File: config.mk
export PLATFORM = sky130hd
export DESIGN_NAME = counter_mod_updown
export DESIGN_NICKNAME = d
export VERILOG_FILES = /design/src/rtl/counter_mod_updown.sv
export SDC_FILE = /design/constraint.sdc
export NUM_CORES = 1
export LEC_CHECK = 0
export ABC_AREA = 1
export CELL_PAD_IN_SITES_DETAIL_PLACEMENT = 2
export CELL_PAD_IN_SITES_GLOBAL_PLACEMENT = 2
export CORE_UTILIZATION = 24
export DETAILED_ROUTE_END_ITERATION = 10
export GPL_TIMING_DRIVEN = 0
export HOLD_SLACK_MARGIN = 0.05
export PLACE_DENSITY = 0.74
export SLEW_MARGIN = 20
export SYNTH_ARGS = -nofsm -noshare
export SYNTH_HDL_FRONTEND = slang
export SYNTH_SLANG_ARGS = --single-unit
File: constraint.sdc
create_clock -name clk -period 1.9 [get_ports clk]
set_input_delay 0.38 -clock clk [delete_from_list [all_inputs] [get_ports clk]]
set_output_delay 0.38 -clock clk [all_outputs]
set_load 0.02 [all_outputs]
File: src/rtl/counter_mod_updown.sv
// Modulo up/down counter with prescaler, synchronous clear/load and one-shot mode.
// Optional build macro: COUNTER_WRAP_STICKY_EN makes wrap sticky until clr/load/reset.
// Port list is identical in both builds.
module counter_mod_updown #(
    parameter int unsigned WIDTH    = 8,
    parameter int unsigned MODULO   = 256,
    parameter int unsigned PRESCALE = 1
) (
    input  logic             clk,
    input  logic             rst,
    input  logic             en,
    input  logic             up,
    input  logic             clr,
    input  logic             load,
    input  logic [WIDTH-1:0] load_val,
    input  logic             mode,
    output logic [WIDTH-1:0] count,
    output logic             tc,
    output logic             wrap,
    output logic             done
);

    localparam int unsigned      PW      = (PRESCALE > 1) ? $clog2(PRESCALE) : 1;
    localparam logic [WIDTH-1:0] CNT_MAX = WIDTH'(MODULO - 1);
    localparam logic [WIDTH:0]   MOD_EXT = (WIDTH + 1)'(MODULO);
    localparam logic [PW-1:0]    PRE_MAX = PW'(PRESCALE - 1);

    logic [PW-1:0]    presc_q;
    logic [PW-1:0]    presc_d;
    logic [WIDTH-1:0] count_d;
    logic             wrap_d;
    logic             done_d;

    logic             at_top_c;
    logic             at_bot_c;
    logic             step_c;
    logic             wrap_step_c;
    logic [WIDTH-1:0] count_step_c;
    logic [WIDTH-1:0] load_clamped_c;

    // Terminal detection; tc follows up combinationally.
    always_comb begin
        at_top_c = (count == CNT_MAX);
        at_bot_c = (count == '0);
        tc       = up ? at_top_c : at_bot_c;
    end

    // Step strobe and the free-running (wrap mode) successor value.
    always_comb begin
        step_c      = en && (presc_q == PRE_MAX);
        wrap_step_c = tc;
        if (up) begin
            count_step_c = at_top_c ? '0 : count + WIDTH'(1);
        end else begin
            count_step_c = at_bot_c ? CNT_MAX : count - WIDTH'(1);
        end
    end

    // Out-of-range load values clamp to the top of the count range.
    always_comb begin
        if ({1'b0, load_val} >= MOD_EXT) begin
            load_clamped_c = CNT_MAX;
        end else begin
            load_clamped_c = load_val;
        end
    end

    // Next-state logic: clr > load > step.
    always_comb begin
        count_d = count;
        presc_d = presc_q;
        done_d  = done;
`ifdef COUNTER_WRAP_STICKY_EN
        wrap_d  = wrap;
`else
        wrap_d  = 1'b0;
`endif
        if (clr) begin
            count_d = '0;
            presc_d = '0;
            done_d  = 1'b0;
            wrap_d  = 1'b0;
        end else if (load) begin
            count_d = load_clamped_c;
            presc_d = '0;
            done_d  = 1'b0;
            wrap_d  = 1'b0;
        end else begin
            if (en) begin
                presc_d = (presc_q == PRE_MAX) ? '0 : presc_q + PW'(1);
            end
            // Leaving one-shot mode releases done on the next edge.
            if (!mode) begin
                done_d = 1'b0;
            end
            if (step_c) begin
                if (mode && (tc || done)) begin
                    // One-shot reached (or already past) terminal: hold.
                    done_d = 1'b1;
                end else begin
                    count_d = count_step_c;
                    if (wrap_step_c) begin
                        wrap_d = 1'b1;
                    end
                end
            end
        end
    end

    // State register with asynchronous active-low reset.
    always_ff @(posedge clk or negedge rst) begin
        if (!rst) begin
            count   <= '0;
            presc_q <= '0;
            wrap    <= 1'b0;
            done    <= 1'b0;
        end else begin
            count   <= count_d;
            presc_q <= presc_d;
            wrap    <= wrap_d;
            done    <= done_d;
        end
    end

endmodule

==> out/results.ini <==
[grt]
grt_max_degree=11
grt_pass1_vias=1242
antenna_found_initial=0
grt_pass1_wl_mm=6.009
grt_usage_pct=18.09
overflow=0

[timing]
period_share_pct=95.92
setup_viol=0
hold_viol_final=0
fmax_ghz=0.5487
final-max-slew-violation-count=0
skew_ns=0.0006700
worst_slack_ns=0.07761
fin_crit_ns=1.822
tightest_slew_ns=0.4935
slew_headroom_pct=67.00
rsz0062_at_grt=no
tns_ns=0

[worst_setup_path]
critPathLaunch=count[1]
reg2reg_depth=10
cp_data_arrival_time_ns=1.44
crit_type=reg -> out
cp_max_fo=6
regToRegStartpoint=count[1]
timing.rr.end=count[6]
critical_path.startpoint_type=flop
crit_path_end=tc
critPathRequiredTime_ns=1.52
r2r_slack_ns=0.16
endpoint_kind=output pin

[layout]
final_cell_area_sq_um=1445
synthToLayoutAreaGrowth_pct=41.37
drive_gt1_share_pct=16.18
diodes=0
regArea_sq_um=252.7
final_common_cell=nand2_1
nNetsFinal=224
layout.cells.most_common_list=nand2_1, clkdlybuf4s50_1, nor2_1
stdcell_count=254
fillerInstances=491
multi_input_comb_area_sq_um=690.7

[synthesis]
synth.distinct_cells=25
yosys-top-cells-area=dfrtp_1, nand2_1, nand3_1, nor2_1, inv_1
yosys_warnings=0
ys_seq_area_share_pct=24.48
syn_nets=190
synth.largest_area_cell=dfrtp_1
syn_inst=172
yosysTopAreaCellShare_pct=24.48
synthesis.area_sq_um=1022
syn_area_per_cell_sq_um=5.943
ys_seq_elements=10

[drt]
viasPerCell=4.626
first_iter_violations=26
drt_wl_total_mm=3.679
drc=0
wl_per_cell_um=14.48
vias=1175
drtPass1Iterations=4
drtAntennaViolNets=0

[clock_network]
path_clk_slew_ns=0.05
ctsRootBufferMaster=clkbuf_8
clk_path_buf_depth=2
clock_sinks=10
hold_buffers=0
cts_made_buffers=3
insertion_delay_ns=0.23
cts_tree=built
htreeDepth=1

[job]
cap_viol_max_count=0

[placed_design]
dp_hpwl_mm=3.026
dp_cells=247
dpl_cell_area_sq_um=1335
port-buffer-count=25
pre_cts_ws_ns=-0.7043
place_congestion=0.7862

[worst_hold_path]
hold_class=in -> async

[outcome]
status=complete, no violations

[power_and_ir_drop]
power.total_uw=864.1
peakVddDrop_v=0.0002846
power_density_nw_per_um2=598.0
power.leakage_uw=0.0006882

[floorplan]
placeableCoreArea_sq_um=4058
rows=23
io_pins=26
die_y_um=67.27
start_util_pct=25.19
die_w_um=67.27
die_area_sq_um=4525

==> synthesized netlist by cell type, drive strengths merged <==
cell / count
nor3: 1
o211ai: 2
or2: 1
xnor2: 1
nor2: 26
clkbuf: 2
ha: 3
o21bai: 1
o21ai: 10
a21oi: 2
inv: 19
nand3: 22
xor2: 1
dfrtp: 10
nand2: 65
nand4: 2
buf: 4
==> power breakdown <==
| part | switching [uW] | total, uW | leakage [uW] | internal [uW] |
|---|---|---|---|---|
| registers | 28.8 | 261 | 0.000128 | 233 |
| clock network | 82.3 | 221 | 0.0000216 | 139 |
| logic | 218 | 382 | 0.000539 | 164 |
| total | 329 | 864 | 0.000688 | 535 |
==> per-layer routing <==
metal | track usage [%] | vias up | routed length [um]
li1 | - | 603 | -
met1 | 22.99 | 547 | 1686
met2 | 32.38 | 21 | 1874
met3 | 1.520 | 4 | 86
met4 | 4.787 | 0 | 32
met5 | 0 | - | 0
==> per-stage QoR <==
stage / utilization (%) / hold WS (ns)
2_1_floorplan: - / 0.08441
3_3_place_gp: 32.90 / 0.5528
3_5_place_dp: 32.90 / 0.5861
4_1_cts: 34.57 / 0.5034
5_1_grt: 35.62 / 0.5181
6_report: 35.62 / 0.4806
==> critical path, stage by stage (launching register included) <==
cell     delay (ns)
dfrtp_2        0.46
inv_2          0.11
ha_4           0.14
inv_1          0.04
nor2_2         0.10
nand3_2        0.12
nand2_2        0.10
buf_4          0.14
==> worst min path at each step <==
stage	cells after the start	endpoint	startpoint	slack (ns)
CTS	1	count[3]	rst	0.50
global placement	2	done	done	0.55
finish	1	count[4]	rst	0.48
detailed placement	2	done	done	0.59
global route	1	count[4]	rst	0.52
floorplan	0	count[0]	rst	0.08
==> cell type report <==
type | count | share of cell area [%]
clock buffers | 3 | 2.857
plain buffers | 6 | 3.377
multi-input cells | 137 | 47.79
flip-flops and latches | 10 | 17.49
inverters | 19 | 4.935
well taps | 50 | 4.329
repair buffers | 29 | 19.22
==> cells by family after synthesis <==
family | count (synthesis) | synth area share [%]
compound gates | 15 | 8.078
xor+xnor | 2 | 1.714
fa+ha+maj | 3 | 3.672
buf+inv | 25 | 11.38
flops | 10 | 24.48
simple gates | 117 | 50.67
==> sequential cells by signal, indices dropped and copies added, names as in the netlist <==
signal / flops
count: 8
done: 1
wrap: 1
==> timing repair <==
item                       in CTS  in global routing
pin swaps                       1                  2
setup endpoints to repair       5                  5
gates resized for setup        12                  6
buffers inserted                2                  2
(Power assumes the default switching activity.)
